### config.mk
export PLATFORM = sky130hd
export DESIGN_NAME = mod12_count_ctrl
export DESIGN_NICKNAME = d
export VERILOG_FILES = /design/src/rtl/mod12_pkg.sv /design/src/rtl/mod12_dist.sv /design/src/rtl/mod12_count_ctrl.sv
export SDC_FILE = /design/constraint.sdc
export NUM_CORES = 1
export LEC_CHECK = 0
export ABC_AREA = 1
export BUFFER_PORTS_ARGS = -buffer_cell sky130_fd_sc_hd__buf_2
export CORE_ASPECT_RATIO = 0.5
export CORE_MARGIN = 2
export CORE_UTILIZATION = 55
export CTS_BUF_LIST = sky130_fd_sc_hd__clkbuf_16
export DETAILED_ROUTE_END_ITERATION = 8
export PLACE_DENSITY = 0.78
export SYNTH_ARGS = -nofsm -noshare
export SYNTH_HDL_FRONTEND = slang
export SYNTH_HIERARCHICAL = 1
export SYNTH_SLANG_ARGS = --single-unit
### constraint.sdc
create_clock -name clk -period 3.95 [get_ports clk]
set_input_delay 0.79 -clock clk [delete_from_list [all_inputs] [get_ports clk]]
set_output_delay 0.79 -clock clk [all_outputs]
set_load 0.01 [all_outputs]
### src/rtl/mod12_pkg.sv
// Shared constants, command encodings and FSM state type for the mod-12 counter controller.
package mod12_pkg;

   localparam int unsigned MODULUS_DEF = 12;
   localparam int unsigned CW_DEF      = 4;

   localparam logic [1:0] OP_LOAD = 2'b00;
   localparam logic [1:0] OP_UP   = 2'b01;
   localparam logic [1:0] OP_DOWN = 2'b10;
   localparam logic [1:0] OP_SEEK = 2'b11;

   typedef enum logic [1:0] {
      IDLE = 2'b00,
      LOAD = 2'b01,
      STEP = 2'b10,
      RESP = 2'b11
   } ctrl_state_t;

endpackage

### src/rtl/mod12_dist.sv
// Shortest-path distance on the modular ring: direction and step count from cur to tgt.
module mod12_dist
   import mod12_pkg::*;
#(
   parameter int unsigned MODULUS = MODULUS_DEF,
   parameter int unsigned CW      = CW_DEF
) (
   input  logic [CW-1:0] cur,
   input  logic [CW-1:0] tgt,
   output logic          dir,
   output logic [CW-1:0] steps,
   output logic          bad
);

   localparam logic [CW:0] Mod  = (CW+1)'(MODULUS);
   localparam logic [CW:0] Half = (CW+1)'(MODULUS / 2);

   logic [CW:0] cur_w;
   logic [CW:0] tgt_w;
   logic [CW:0] d_up;
   logic [CW:0] d_dn;

   always_comb begin
      cur_w = {1'b0, cur};
      tgt_w = {1'b0, tgt};
      bad   = (cur_w >= Mod) || (tgt_w >= Mod);

      if (tgt_w >= cur_w) begin
         d_up = tgt_w - cur_w;
      end else begin
         d_up = tgt_w + Mod - cur_w;
      end
      d_dn = Mod - d_up;

      // A tie at half the ring resolves upward.
      if (bad) begin
         dir   = 1'b0;
         steps = '0;
      end else if (d_up <= Half) begin
         dir   = 1'b1;
         steps = d_up[CW-1:0];
      end else begin
         dir   = 1'b0;
         steps = d_dn[CW-1:0];
      end
   end

endmodule

### src/rtl/mod12_count_ctrl.sv
// Command-driven controller for a free-running mod-12 up/down counter: load, step, seek.
module mod12_count_ctrl
   import mod12_pkg::*;
#(
   parameter int unsigned MODULUS = MODULUS_DEF,
   parameter int unsigned CW      = CW_DEF
) (
   input  logic          clk,
   input  logic          rst,
   input  logic          cmd_valid,
   output logic          cmd_ready,
   input  logic [1:0]    cmd_op,
   input  logic [CW-1:0] cmd_arg,
   input  logic [CW-1:0] count,
   output logic          load,
   output logic          mode,
   output logic [CW-1:0] data_in,
   output logic          busy,
   output logic          done,
   output logic          err
);

   localparam logic [CW-1:0] MaxVal = CW'(MODULUS - 1);

   ctrl_state_t   state_q, state_d;
   logic [CW-1:0] rem_q, rem_d;
   logic [CW-1:0] arg_q, arg_d;
   logic          dir_q, dir_d;
   logic          err_q, err_d;

   logic          accept;
   logic          seek_dir;
   logic [CW-1:0] seek_steps;
   logic          seek_bad;

   mod12_dist #(
      .MODULUS (MODULUS),
      .CW      (CW)
   ) u_dist (
      .cur   (count),
      .tgt   (cmd_arg),
      .dir   (seek_dir),
      .steps (seek_steps),
      .bad   (seek_bad)
   );

   assign accept = cmd_valid && (state_q == IDLE);

   always_comb begin
      state_d = state_q;
      rem_d   = rem_q;
      arg_d   = arg_q;
      dir_d   = dir_q;
      err_d   = err_q;

      unique case (state_q)
         IDLE: begin
            if (accept) begin
               arg_d = cmd_arg;
               rem_d = '0;
               dir_d = 1'b0;
               err_d = 1'b0;
               unique case (cmd_op)
                  OP_LOAD: begin
                     if (cmd_arg > MaxVal) begin
                        err_d   = 1'b1;
                        state_d = RESP;
                     end else begin
                        state_d = LOAD;
                     end
                  end
                  OP_UP, OP_DOWN: begin
                     dir_d   = (cmd_op == OP_UP);
                     rem_d   = cmd_arg;
                     state_d = (cmd_arg == '0) ? RESP : STEP;
                  end
                  OP_SEEK: begin
                     if (seek_bad) begin
                        err_d   = 1'b1;
                        state_d = RESP;
                     end else begin
                        dir_d   = seek_dir;
                        rem_d   = seek_steps;
                        state_d = (seek_steps == '0) ? RESP : STEP;
                     end
                  end
                  default: state_d = IDLE;
               endcase
            end
         end
         LOAD: state_d = RESP;
         STEP: begin
            rem_d = rem_q - CW'(1);
            if (rem_q == CW'(1)) begin
               state_d = RESP;
            end
         end
         RESP: state_d = IDLE;
         default: state_d = IDLE;
      endcase
   end

   always_ff @(posedge clk or negedge rst) begin
      if (!rst) begin
         state_q <= IDLE;
         rem_q   <= '0;
         arg_q   <= '0;
         dir_q   <= 1'b0;
         err_q   <= 1'b0;
      end else begin
         state_q <= state_d;
         rem_q   <= rem_d;
         arg_q   <= arg_d;
         dir_q   <= dir_d;
         err_q   <= err_d;
      end
   end

   // The counter has no enable, so "hold" means reloading its own value every cycle.
   always_comb begin
      cmd_ready = (state_q == IDLE);
      busy      = (state_q != IDLE);
      load      = (state_q != STEP);
      mode      = (state_q == STEP) && dir_q;
      data_in   = (state_q == LOAD) ? arg_q : count;
      done      = (state_q == RESP);
      err       = (state_q == RESP) && err_q;
   end

   a_err_with_done : assert property (@(posedge clk) disable iff (!rst) err |-> done);
   a_resp_to_idle  : assert property (@(posedge clk) disable iff (!rst)
                                      (state_q == RESP) |=> (state_q == IDLE));
   a_step_nonzero  : assert property (@(posedge clk) disable iff (!rst)
                                      (state_q == STEP) |-> (rem_q != '0));

endmodule

# == After elaboration in Yosys (flattened, before gate mapping) ==
# Index checks and enable logic that the tools add are counted.
# totals
out_inout_bits,10
wordCells,61
regBits,12
inputBits,13
# classes
eq_ne,10
magnitude_cmp,5
n_reduce_logical,14
mux,22
addsub,5
# ops
cell,n
$mux W4,5
$pmux W4 S2,2
$eq A2 B2 Y1 const B,4
$ge A4 B4 Y1 const B,2
$logic_not A4 Y1,2
$pmux W2 S4,1
$mux W1,7
$mux W2,3
$pmux W2 S3,1
$reduce_and A2 Y1,3
$add A4 B4 Y5 const B,1
$le A5 B3 Y1 const B,1
$mux W5,1
$sub A4 B4 Y5,1
$sub A5 B4 Y5,1
$eq A2 B1 Y1 const B,2
$eq A4 B1 Y1 const B,1
$ge A4 B4 Y1,1
$gt A4 B4 Y1 const B,1
$logic_not A2 Y1,2
$ne A2 B2 Y1 const B,2
$pmux W1 S2,2
$reduce_bool A2 Y1,2
$sub A4 B1 Y4 const B,1
5 further kinds,7

# == Depth between registers and ports, before layout ==
# Gate-level depths: netlist of run 1.
# logic_depth
word_depth,12
mapped_depth,21
mapped_depth_nobuf,21

# == Hierarchy ==
# The synthesis of run 1 kept the hierarchy.
# by_module_without_submodules
mod,cells_per_inst,area_each_um2,n_inst,seq_area_each_um2
mod12_count_ctrl,122,887.1,1,300.3
mod12_dist,89,594.3,1,0.0

# == Least setup slack after synthesis of run 1 ==
# OpenSTA, ideal clock, no wires.
# synth_path
path_type,input-to-reg
start,input count[1]
end,register state_q[0]
slack_ns,1.057
path_buffers,0
arrival_time_ns,2.816
setup_ns,0.077
t_required_ns,3.873
cell_stages,18
cell_sequence,inv_1 > ha_1 > ha_1 > fa_1 > clkinv_1 > nand3_2 > nand3_2 > nand3_4 > nand2_1 > nand2_1 > nor2_2 > nor2_1 > nand2_1 > nand2_1 > nand2_1 > nand2_1 > nand2_1 > a21oi_1
# synth_via
elab_chain_cells,11
word_cells_on_any_way,16
classes_between,add/sub (3); order compare (3); mux (8); reduce/logical (2)
# synth_rtl
element,line,source
"start, declared",mod12_count_ctrl.sv:14,"input logic [CW-1:0] count,"
"$sub A5 B4 Y5, or another cell as far along",mod12_dist.sv:31,d_up = tgt_w + Mod - cur_w;
$mux W5,mod12_dist.sv:28,if (tgt_w >= cur_w) begin
$sub A4 B4 Y4 or $le A5 B3 Y1 (tied branches),"mod12_dist.sv:33, mod12_dist.sv:39",
$mux W4,mod12_dist.sv:39,end else if (d_up <= Half) begin
$mux W4 (*),mod12_dist.sv:36,if (bad) begin
net seek_steps[2],mod12_count_ctrl.sv:33,logic [CW-1:0] seek_steps;
$logic_not A4 Y1 (*),mod12_count_ctrl.sv:84,state_d = (seek_steps == '0) ? RESP : STEP;
$mux W1 (*),mod12_count_ctrl.sv:84,
$mux W1 (*),mod12_count_ctrl.sv:78,if (seek_bad) begin
$pmux W2 S3 (*),mod12_count_ctrl.sv:63,unique case (cmd_op)
$mux W2 (*),mod12_count_ctrl.sv:58,if (accept) begin
$pmux W2 S4 (*),mod12_count_ctrl.sv:56,unique case (state_q)
"end signal, assigned",mod12_count_ctrl.sv:111,state_q <= state_d;
"end, declared",mod12_count_ctrl.sv:25,"ctrl_state_t state_q, state_d;"
# Mark *: on every way through the listed nets, which the timed path passes. The rest lies on a longest branch. The select of a mux whose other input is x is not followed.
# A chain may end at the register's enable or synchronous reset.

# == Worst setup path in the final report of run 1 ==
# layout_path
start,input count[1]
end,register rem_q[3]
# layout_via
elab_chain_cells,9
word_cells_on_any_way,14
classes_between,add/sub (3); order compare (3); mux (7); reduce/logical (1)
# layout_rtl
element,line,source
"$sub A5 B4 Y5, or another cell as far along",mod12_dist.sv:31,
$mux W5,mod12_dist.sv:28,
$sub A4 B4 Y4 or $le A5 B3 Y1 (tied branches),"mod12_dist.sv:33, mod12_dist.sv:39",
$mux W4,mod12_dist.sv:39,
$mux W4 (*),mod12_dist.sv:36,
net seek_steps[3],mod12_count_ctrl.sv:33,
$mux W4 (*),mod12_count_ctrl.sv:78,
$pmux W4 S2 (*),mod12_count_ctrl.sv:63,
$mux W4 (*),mod12_count_ctrl.sv:58,
$pmux W4 S2 (*),mod12_count_ctrl.sv:56,
"end signal, assigned",mod12_count_ctrl.sv:112,rem_q <= rem_d;
"end, declared",mod12_count_ctrl.sv:26,"logic [CW-1:0] rem_q, rem_d;"
# Marks and branches as above.

==> results.md, run 1 <==
* Pint at 534 uW
* Die width at 77.4 um
* Postcts setup bufs at 0
* DR iter-0 viols at 33
* Synthesis-to-finish area growth at 15.5%
* GP Congestion at 0.908
* CTS sink cnt at 12
* H-tree Lvls at 1
* Switching share of power at 0.443
* Crit share post-route at 0.747
* Final Hold Vio Count at 0
* Drt first pass iters at 4
* Core area at 2570 um^2
* Ys Warns at 6
* Reg clk slew, reported paths at 0.04 ns
* Vias in the first global route at 1201
* Top-Level Pins at 23
* Cell Area, Synth at 1480 um^2
* Clock network fraction of total power at 0.196
* Startpoint Class: input pin
* CTS resizes at 0
* HP Class: input pin to async pin
* Crit path buffers/inverters at 3
* Power, Total at 959 uW
* RR Endpoint: rem_q[3]
* Critical path's top delay family: adder cells
* Clk Latency, worst-skew pair at 0.24 ns
* Slew of the pin with the lowest slew margin at 0.542 ns
* Peak supply drop at 0.473 mV
* Hpwl dp at 2.52 mm
* Leakage at 0.938 nW
* Peak Freq at 339 MHz
* IO Port Bufs at 22
* PD cells at 560 nW/um^2
* Post-Synthesis Cells at 211
* Worst path cell trace: buf_2 -> inv_1 -> ha_1 -> ha_1 -> fa_1 -> clkinv_1 -> nand3_2 -> nand3_2 -> nand3_4 -> nand3_1 -> nor2_1 -> nand3_1 -> o21ai_0 -> nand2_1 -> nand2_2 -> a21oi_1 -> nor2_1
* CP max-delay cell: fa_1
* CP max FO at 4
* DR DRC count at 0
* Clock skew at 0.00191 ns
* Setup_tns at 0 ns
* Outcome: complete, no violations
* Synthesized Nets at 247
* R2R Setup Slk at 2.24 ns
* Sequential share of the synthesized area at 0.203
* Final WL at 3.10 mm
* Post-route ant nets at 0
* Post-Syn Area per Cell at 7.02 um^2
* Max Slew Vio Count at 0
* Total grt overflow at 0
* Max-Slew Margin vs Limit at 0.638
* Yosys cell types at 28
* Max Cap Viol at 0
* DIE HEIGHT at 40.7 um
* Worst r2r src: state_q[0]
* Flop pwr share at 0.234
* Antenna diodes at 0
* Largest net degree at the start of global routing at 13
* Reg2Reg Depth at 7
* Vias at 1344
* Worst setup EP type: register
* Fin crit period at 2.95 ns
* CP required at 4.12 ns
* Critical path arrival at 3.12 ns
* CP max stage delay at 0.50 ns
* TritonCTS clock tree: done
* Die ar. at 3150 um^2
* Final setup violation count at 0
* Layout cells sized above 1 at 0.199
* Initial antenna violation count at 0
* CP Class: input pin to register
* Site Rows at 13
* Vias per inst at 4.92
* Post-CTS Hold Buffers at 0
* Fin nets at 273
* Comb power frac at 0.571
* RSZ-0062 raised after global routing: false
* WL/cell at 11.4 um
* Seq cells post-synth at 12
* Initial core utilization at 0.576
* GRT Resource Usage Total at 0.210
* First-pass GRT wire length at 5.04 mm
* Bufs on Longest Clock Path at 2
* Root buffer cell: clkbuf_16
* CTS Buf Count at 3
* Net switching power figure at 425 uW
==> stage by stage <==
stage                     worst slack (ns)  std cells  utilization  cell area, um^2  hold WS, ns
after detailed placement             0.741        269        0.635             1630        0.474
after CTS                            0.980        273        0.666             1710        0.442
final                                 1.00        273        0.666             1710        0.425
after global routing                 0.717        273        0.666             1710        0.445
after floorplan                       1.06        211            -             1480        0.448
after global placement               0.787        269        0.635             1630        0.468
==> final cells by class <==
| type | count | area, um^2 |
|---|---|---|
| Clock buffer | 3 | 75.1 |
| Clock inverter | 1 | 3.75 |
| Fill cell | 232 | 858 |
| Inverter | 40 | 150 |
| Multi-Input combinational cell | 158 | 1030 |
| Sequential cell | 12 | 300 |
| Tap cell | 37 | 46.3 |
| Timing Repair Buffer | 22 | 110 |
==> layer usage <==
metal  part of all wire  GRT usage  vias up
li1                   -          -      716
met5                  0          0        -
met2               0.48      0.430       21
met1               0.49      0.248      601
met3              0.018     0.0198        6
met4             0.0087     0.0670        0
==> sequential cells by signal, summed over array words and instances (netlist names) <==
| name | flops |
|---|---|
| state_q | 2 |
| rem_q | 4 |
| dir_q | 1 |
| err_q | 1 |
| arg_q | 4 |
==> layout by cell type (no fill, tap or decap) <==
master / n
a21oi_1: 8
a31oi_1: 2
buf_2: 22
clkbuf_16: 3
clkinv_1: 2
dfrtp_1: 12
fa_1: 3
ha_1: 20
inv_1: 36
inv_2: 3
mux2_2: 4
nand2_1: 43
nand2_2: 5
nand2_4: 2
nand3_1: 18
nand3_2: 2
nand3_4: 2
nand3b_1: 1
nand4_1: 1
nor2_1: 23
nor2_2: 2
nor2_4: 1
o21ai_0: 12
o21ai_1: 2
o21ai_4: 1
o22ai_1: 1
or2_1: 1
xnor2_1: 2
xor2_1: 2
==> power by group through the flow <==
stage	clock network (mW)	logic, mW	registers (mW)
final	0.188	0.547	0.224
after floorplan	0	0.419	0.214
after detailed placement	0	0.541	0.224
after CTS	0.187	0.553	0.223
after global routing	0.193	0.625	0.230
after global placement	0	0.532	0.223
==> synthesized netlist by cell type (all sizes together) <==
| cell type | count | area share |
|---|---|---|
| dfrtp | 12 | 0.20 |
| clkinv | 1 | 0.0025 |
| or2 | 1 | 0.0042 |
| a21oi | 8 | 0.027 |
| xor2 | 2 | 0.012 |
| fa | 3 | 0.041 |
| xnor2 | 2 | 0.012 |
| nor2 | 26 | 0.074 |
| nand3 | 22 | 0.098 |
| o22ai | 1 | 0.0042 |
| nand3b | 1 | 0.0051 |
| nand2 | 50 | 0.15 |
| a31oi | 2 | 0.0084 |
| ha | 20 | 0.17 |
| nand4 | 1 | 0.0042 |
| mux2 | 4 | 0.030 |
| o21ai | 15 | 0.058 |
| buf | 1 | 0.0034 |
| inv | 39 | 0.099 |
==> cells by family after synthesis <==
family / Yosys count / share of synthesized area
AND/OR/NAND/NOR: 101 / 0.331
buffers and inverters: 41 / 0.105
AO/OA/AOI/OAI: 26 / 0.0980
adder cells (fa/ha/maj): 23 / 0.209
flip-flops: 12 / 0.203
XOR/XNOR: 4 / 0.0237
multiplexers: 4 / 0.0304
==> how the worst max path moves through the flow <==
stage                       endpoint  cells past startpoint  slack [ns]     start
after CTS                 state_q[0]                     19        0.98  count[1]
after detailed placement  state_q[0]                     19        0.74  count[2]
final                       rem_q[3]                     17        1.00  count[1]
after floorplan           state_q[0]                     18        1.06  count[1]
after global placement    state_q[0]                     19        0.79  count[1]
after global routing        rem_q[1]                     16        0.72  count[2]
Power figures use the tool's default switching activity.
==> inputs of run 2 (changes only) <==
Settings changed: ABC_AREA 1 to 0, CORE_UTILIZATION 55 to 51, PLACE_DENSITY 0.78 to 0.76.
Clock period 3.95 ns to 2.7 ns, I/O delays scaled along.
==> run 2 against run 1 <==
The flow now finishes with violations (setup timing). Clock skew up 0.0025 ns. Clock power up 46%. Global-route usage grew 0.77 points. Critical path depth decreased by 2. Worst hold slack got worse by 0.26 ns. Flip-flop and latch count is the same.
==> results.md, run 2 <==
* TritonCTS clock tree: done
* Max Cap Viol at 0 (unchanged)
* Setup_tns at -0.364 ns (-0.364 ns)
* Power, Total at 1.55 mW (+62%)
* Top-Level Pins at 23 (unchanged)
* Post-Syn Area per Cell at 8.75 um^2 (+25%)
* EDFF count, synth at 0 (unchanged)
* DR iter-0 viols at 72 (+120%)
* Crit share post-route at 1.09
* Max-Slew Margin vs Limit at 0.695 (+0.0569)
* DR DRC count at 0 (unchanged)
* Top layer in use: met4
* Site Rows at 13 (unchanged)
* Clock skew at 0.00439 ns (+0.00248 ns)
* H-tree Lvls at 1 (unchanged)
* Routed wl met2 at 1.69 mm (+13%)
* Layout cells sized above 1 at 0.400 (+0.201)
* Worst path cell trace: buf_6 -> inv_4 -> ha_4 -> inv_2 -> fa_1 -> a21o_1 -> a21oi_2 -> xor2_1 -> a32o_2 -> or3_1 -> a31oi_2 -> nor4_1 -> o21ai_1 -> a41oi_1 -> mux2_4
* Critical path's top delay family: compound AO/OA/AOI/OAI gates
* Total grt overflow at 0 (unchanged)
* Slew of the pin with the lowest slew margin at 0.456 ns (-0.0864 ns)
* Failing checks: setup timing
* Root buffer cell: clkbuf_16
* Ys Warns at 6 (unchanged)
* Top flop regs: arg_q (4), rem_q (4), state_q (2)
* Share of flip-flops with an asynchronous set or reset at 1.00 (unchanged)
* PD cells at 813 nW/um^2 (+45%)
* Antenna diodes at 0 (unchanged)
* Startpoint Class: input pin
* Sequential share of the synthesized area at 0.217 (+0.0145)
* Final Cell Area at 1910 um^2 (+12%)
* Post-CTS Hold Buffers at 0 (unchanged)
* Placed insts at 242 (-10%)
* Die width at 77.6 um (+0.31%)
* Peak supply drop at 0.446 mV (-5.8%)
* Reg clk slew, reported paths at 0.05 ns (about the same)
* Leading cell type in the layout, fill and taps excluded: buf_4
* RR Endpoint: rem_q[1]
* Reg2Reg Depth at 5 (-2)
* Drt first pass iters at 4 (unchanged)
* Area leader, netlist: dfrtp_1
* Commonest cells post-synth: inv_1, ha_1, nand2_1
* Register area at 300 um^2 (unchanged)
* Core area at 2590 um^2 (+0.63%)
* Fin worst setup slack at -0.253 ns (-1.25 ns)
* Met1 WL at 1.58 mm (+3.0%)
* Max Slew Vio Count at 0 (unchanged)
* Post-Synthesis Cells at 158 (-25%)
* Most frequent cell after synthesis: inv_1
* Largest net degree at the start of global routing at 13 (unchanged)
* Hpwl dp at 2.61 mm (+3.8%)
* Fin crit period at 2.95 ns
* Hold_ws at 0.170 ns (-0.256 ns)
* Largest cells by area after synthesis: dfrtp_1, ha_1, inv_1
* HP Class: input pin to async pin
* Yosys cell types at 45 (+61%)
* First-pass GRT wire length at 5.29 mm (+4.9%)
* R2R Setup Slk at 0.79 ns (-1.45 ns)
* Worst setup EP type: register
* Post-placement setup slack at -0.618 ns (-1.36 ns)
* Post-route ant nets at 0 (unchanged)
* Cell Area, Synth at 1380 um^2 (-6.7%)
* Non-Filler Instances at 247 (-9.5%)
* Combined area of the multi-input logic cells at 1050 um^2 (+2.8%)
* Placed cell area at 1770 um^2 (+8.6%)
* GP Congestion at 0.841 (-7.3%)
* Fin nets at 247 (-9.5%)
* Final WL at 3.33 mm (+7.2%)
* Primary FF master, synth: dfrtp_1
* CP max stage delay at 0.43 ns (-0.07 ns)
* Vias at 1297 (-3.5%)
* Commonest cells after routing, fill and taps aside: buf_4, buf_2, inv_1
* DIE HEIGHT at 40.8 um (+0.28%)
* Bufs on Longest Clock Path at 2 (unchanged)
* IO Port Bufs at 22 (unchanged)
* Clk Latency, worst-skew pair at 0.24 ns (about the same)
* CTS Buf Count at 3 (unchanged)
* Worst r2r src: state_q[0]
* Initial core utilization at 0.535 (-0.0418)
* Met3 routed WL at 42 um (-24%)
* Die ar. at 3170 um^2 (+0.59%)
* Crit path buffers/inverters at 3 (unchanged)
* CP Class: input pin to register
* CTS sink cnt at 12 (unchanged)
* Final core occ at 0.739 (+0.0732)
* WL/cell at 13.5 um (+19%)
* Leakage at 0.953 nW (+1.6%)
* Initial antenna violation count at 0 (unchanged)
* Peak Freq at 339 MHz
* Seq cells post-synth at 12 (unchanged)
* RSZ-0062 raised after global routing: true
* CP max-delay cell: fa_1
* Vias per inst at 5.25 (+6.7%)
* Vias in the first global route at 1163 (-3.2%)
* Share of the synthesized area in the top cell type at 0.217 (+0.0145)
* Outcome: finished with violations
* CP max FO at 4 (unchanged)
* Synthesis-to-finish area growth at 38.3%
* FILL cells at 171 (-26%)
* GRT Resource Usage Total at 0.217 (+0.00774)
* Synthesized Nets at 194 (-21%)
* Final Hold Vio Count at 0 (unchanged)
* Critical path arrival at 3.07 ns (-0.05 ns)
* Final setup violation count at 3 (+3)
* CP required at 2.82 ns (-1.30 ns)
## run 2: cell count changes in the layout (fill, tap and decap cells not counted), sizes merged, moves of 5 or more
cell | before | now
nand3 | 22 | 3
nand2 | 50 | 14
buf | 22 | 50
nor2 | 26 | 8
inv | 39 | 24
o21ai | 15 | 9
o22ai | 1 | 6
mux2 | 4 | 11
## run 2: cell type report
class                   instances  share of cell area
repair buffers                 50               0.177
clock buffers                   3              0.0393
flip-flops and latches         12               0.157
inverters                      24              0.0484
multi-input cells             120               0.552
well taps                      37              0.0242
clock inverters                 1             0.00196
## run 2: per-layer routing
layer / up-vias / GRT usage
met5: - / 0
li1: 660 / -
met3: 2 / 0.0132
met2: 12 / 0.442
met4: 0 / 0.0536
met1: 623 / 0.268
## run 2: worst max path at each step
stage,from,end,slack [ns],cells after the start
2_1_floorplan,count[1],state_q[0],-0.28,14
3_3_place_gp,count[1],state_q[0],-0.53,15
3_5_place_dp,count[1],state_q[0],-0.62,15
4_1_cts,count[1],state_q[0],-0.25,15
5_1_grt,count[1],state_q[0],-0.35,15
6_report,count[1],state_q[0],-0.25,15
## run 2: report_power, final
group | internal [mW] | leakage (nW) | switching (mW) | total (mW)
clock | 0.195 | 0.0385 | 0.0787 | 0.274
sequential | 0.274 | 0.146 | 0.0795 | 0.353
combinational | 0.464 | 0.768 | 0.464 | 0.928
total | 0.932 | 0.953 | 0.622 | 1.55
## run 2: what timing repair did
item | in CTS | in global routing
gates resized for setup | 9 | 6
setup endpoints to repair | 3 | 4
pin swaps | 2 | 5
gates cloned | 0 | 0
buffers inserted | 0 | 1
## run 2: cells by family (layout without fill, tap and decap cells)
logic type / after synthesis / count (layout) / synth area share
AO/OA/AOI/OAI: 39 / 39 / 0.190
AND/OR/NAND/NOR: 38 / 38 / 0.140
buffers and inverters: 26 / 78 / 0.0769
adder cells (fa/ha/maj): 23 / 23 / 0.224
multiplexers: 13 / 13 / 0.107
flip-flops: 12 / 12 / 0.217
XOR/XNOR: 7 / 7 / 0.0443
==> inputs of run 3 (changes only) <==
Settings changed: CORE_MARGIN 2 to not set, RECOVER_POWER set to 25.
==> run 3 against run 2 <==
The run still ends with setup timing left. Register-to-register slack hardly changed. First-iteration DRC count is 36% higher. Critical path depth stayed put. Sequential share of layout area is 0.39 points lower. Highest routed layer unchanged.
==> results.md, run 3 (synthesized netlist as in run 2, its figures left out) <==
* Failing checks: setup timing
* First-pass GRT wire length at 5.95 mm (+13%)
* Pint at 970 uW (+4.0%)
* Synthesis-to-finish area growth at 41.8%
* PD cells at 837 nW/um^2 (+2.9%)
* WL/cell at 16.3 um (+21%)
* Setup_tns at -0.926 ns (-0.562 ns)
* Peak supply drop at 0.453 mV (+1.6%)
* Final setup violation count at 4 (+1)
* GP Congestion at 0.855 (+1.6%)
* Core area at 2390 um^2 (-7.7%)
* Max-Slew Margin vs Limit at 0.549 (-0.146)
* Worst r2r src: state_q[1]
* Top flop regs: arg_q (4), rem_q (4), state_q (2)
* Reg clk slew, reported paths at 0.04 ns (about the same)
* HP Class: input pin to async pin
* CTS Buf Count at 3 (unchanged)
* DR DRC count at 0 (unchanged)
* Vias per inst at 5.59 (+6.4%)
* IO Port Bufs at 22 (unchanged)
* Clk Latency, worst-skew pair at 0.24 ns (about the same)
* Switching share of power at 0.409 (+0.00860)
* Initial antenna violation count at 0 (unchanged)
* Layout cells sized above 1 at 0.416 (+0.0159)
* Cell mode on critical path: inv_1
* Post-route ant nets at 0 (unchanged)
* Initial core utilization at 0.579 (+0.0445)
* Die ar. at 2940 um^2 (-7.4%)
* Worst setup EP type: register
* Die width at 75.6 um (-2.6%)
* DIE HEIGHT at 38.8 um (-4.9%)
* TritonCTS clock tree: done
* Net switching power figure at 671 uW (+7.8%)
* CP max stage delay at 0.38 ns (-0.05 ns)
* Reg2Reg Depth at 5 (unchanged)
* RSZ-0062 raised after global routing: true
* CP Class: input pin to register
* R2R Setup Slk at 0.78 ns (about the same)
* Clock network fraction of total power at 0.164 (-0.012)
* Critical Path Start: cmd_arg[0]
* Commonest cells after routing, fill and taps aside: buf_4, inv_1, buf_2
* Leading cell type in the layout, fill and taps excluded: buf_4
* CP required at 2.82 ns (about the same)
* Root buffer cell: clkbuf_16
* CP max-delay cell: fa_2
* GRT Resource Usage Total at 0.284 (+0.0669)
* Antenna diodes at 0 (unchanged)
* Power, Total at 1.64 mW (+5.5%)
* CTS sink cnt at 12 (unchanged)
* Top-Level Pins at 23 (unchanged)
* Fin nets at 252 (+2.0%)
* Vias in the first global route at 1348 (+16%)
* Drt first pass iters at 4 (unchanged)
* Final WL at 4.06 mm (+22%)
* Critical path arrival at 3.15 ns (+0.08 ns)
* Startpoint Class: input pin
* Fin crit period at 3.03 ns (+0.0720 ns)
* Vias at 1391 (+7.2%)
* H-tree Lvls at 1 (unchanged)
* Comb power frac at 0.616 (+0.019)
* Bufs on Longest Clock Path at 2 (unchanged)
* DR iter-0 viols at 98 (+36%)
* Worst path cell trace: buf_2 -> inv_1 -> ha_1 -> inv_1 -> fa_2 -> a21oi_2 -> nor2_1 -> a21o_2 -> a32o_2 -> or3_4 -> a31oi_4 -> nor4_1 -> o21ai_1 -> a41oi_1 -> mux2_4
* Peak Freq at 331 MHz (-2.4%)
* Total grt overflow at 0 (unchanged)
* CP max FO at 4 (unchanged)
* Leakage at 0.975 nW (+2.3%)
* Fin worst setup slack at -0.325 ns (-0.0720 ns)
* Placed cell area at 1770 um^2 (-0.42%)
* Largest net degree at the start of global routing at 13 (unchanged)
* Max Slew Vio Count at 0 (unchanged)
* Post-CTS Hold Buffers at 0 (unchanged)
* Final Hold Vio Count at 0 (unchanged)
* Hpwl dp at 2.79 mm (+6.9%)
* Clock skew at 0.00203 ns (-0.00236 ns)
* Final Cell Area at 1960 um^2 (+2.6%)
* Site Rows at 12 (-1)
* Max Cap Viol at 0 (unchanged)
* RR Endpoint: rem_q[1]
* Outcome: finished with violations
* Flop pwr share at 0.220 (-0.007)
* Placed insts at 241 (-0.41%)
* Crit share post-route at 1.12 (+0.0267)
* Non-Filler Instances at 249 (+0.81%)
* Slew of the pin with the lowest slew margin at 0.677 ns (+0.221 ns)
-- run 3: metal layers --
layer,share of wire,track usage,up-vias
li1,-,-,664
met1,0.43,0.322,674
met2,0.50,0.554,38
met3,0.037,0.0391,15
met4,0.030,0.111,0
met5,0,0,-
-- run 3: timing repair --
| item | in CTS | in global routing |
|---|---|---|
| endpoints found under the setup margin | 4 | 4 |
| pin swaps | 9 | 7 |
| resized for setup | 12 | 9 |
| hold endpoints to repair | 0 | 0 |
| buffers inserted | 3 | 3 |
-- run 3: worst max-delay path: cells and delay by family --
family,cells,cell delay (ns)
buffers and inverters,3,0.24
AND/OR/NAND/NOR,3,0.48
multiplexers,1,0.28
adder cells (fa/ha/maj),2,0.56
AO/OA/AOI/OAI,6,1.04
-- run 3: power groups by stage --
stage / Combinational, mW / Clock, mW / Sequential, mW
floorplan: 0.642 / 0 / 0.329
global placement: 0.859 / 0 / 0.349
detailed placement: 0.894 / 0 / 0.356
CTS: 0.939 / 0.269 / 0.356
global route: 1.10 / 0.277 / 0.368
finish: 1.01 / 0.269 / 0.362
-- run 3: worst max path at each step --
stage                             to  slack [ns]  depth (start not counted)
after floorplan           state_q[0]       -0.28                         14
after global placement    state_q[0]       -0.55                         15
after detailed placement  state_q[0]       -0.67                         15
after CTS                 state_q[0]       -0.30                         15
after global routing      state_q[0]       -0.40                         15
final                     state_q[0]       -0.33                         15
-- run 3: area by class of cell --
cell class	count	area, um^2
sequential	12	300
fill	132	427
tap	35	43.8
timing repair buffer	55	374
multi-input combinational	120	1070
inverter	24	92.6
clock buffer	3	75.1
-- run 3: stage by stage --
step                      utilization  setup slack [ns]  hold slack (ns)
after global routing            0.821            -0.405            0.366
after global placement          0.740            -0.555            0.435
final                           0.821            -0.325            0.314
after detailed placement        0.740            -0.672            0.439
after floorplan                     -            -0.276            0.244
after CTS                       0.795            -0.300            0.188
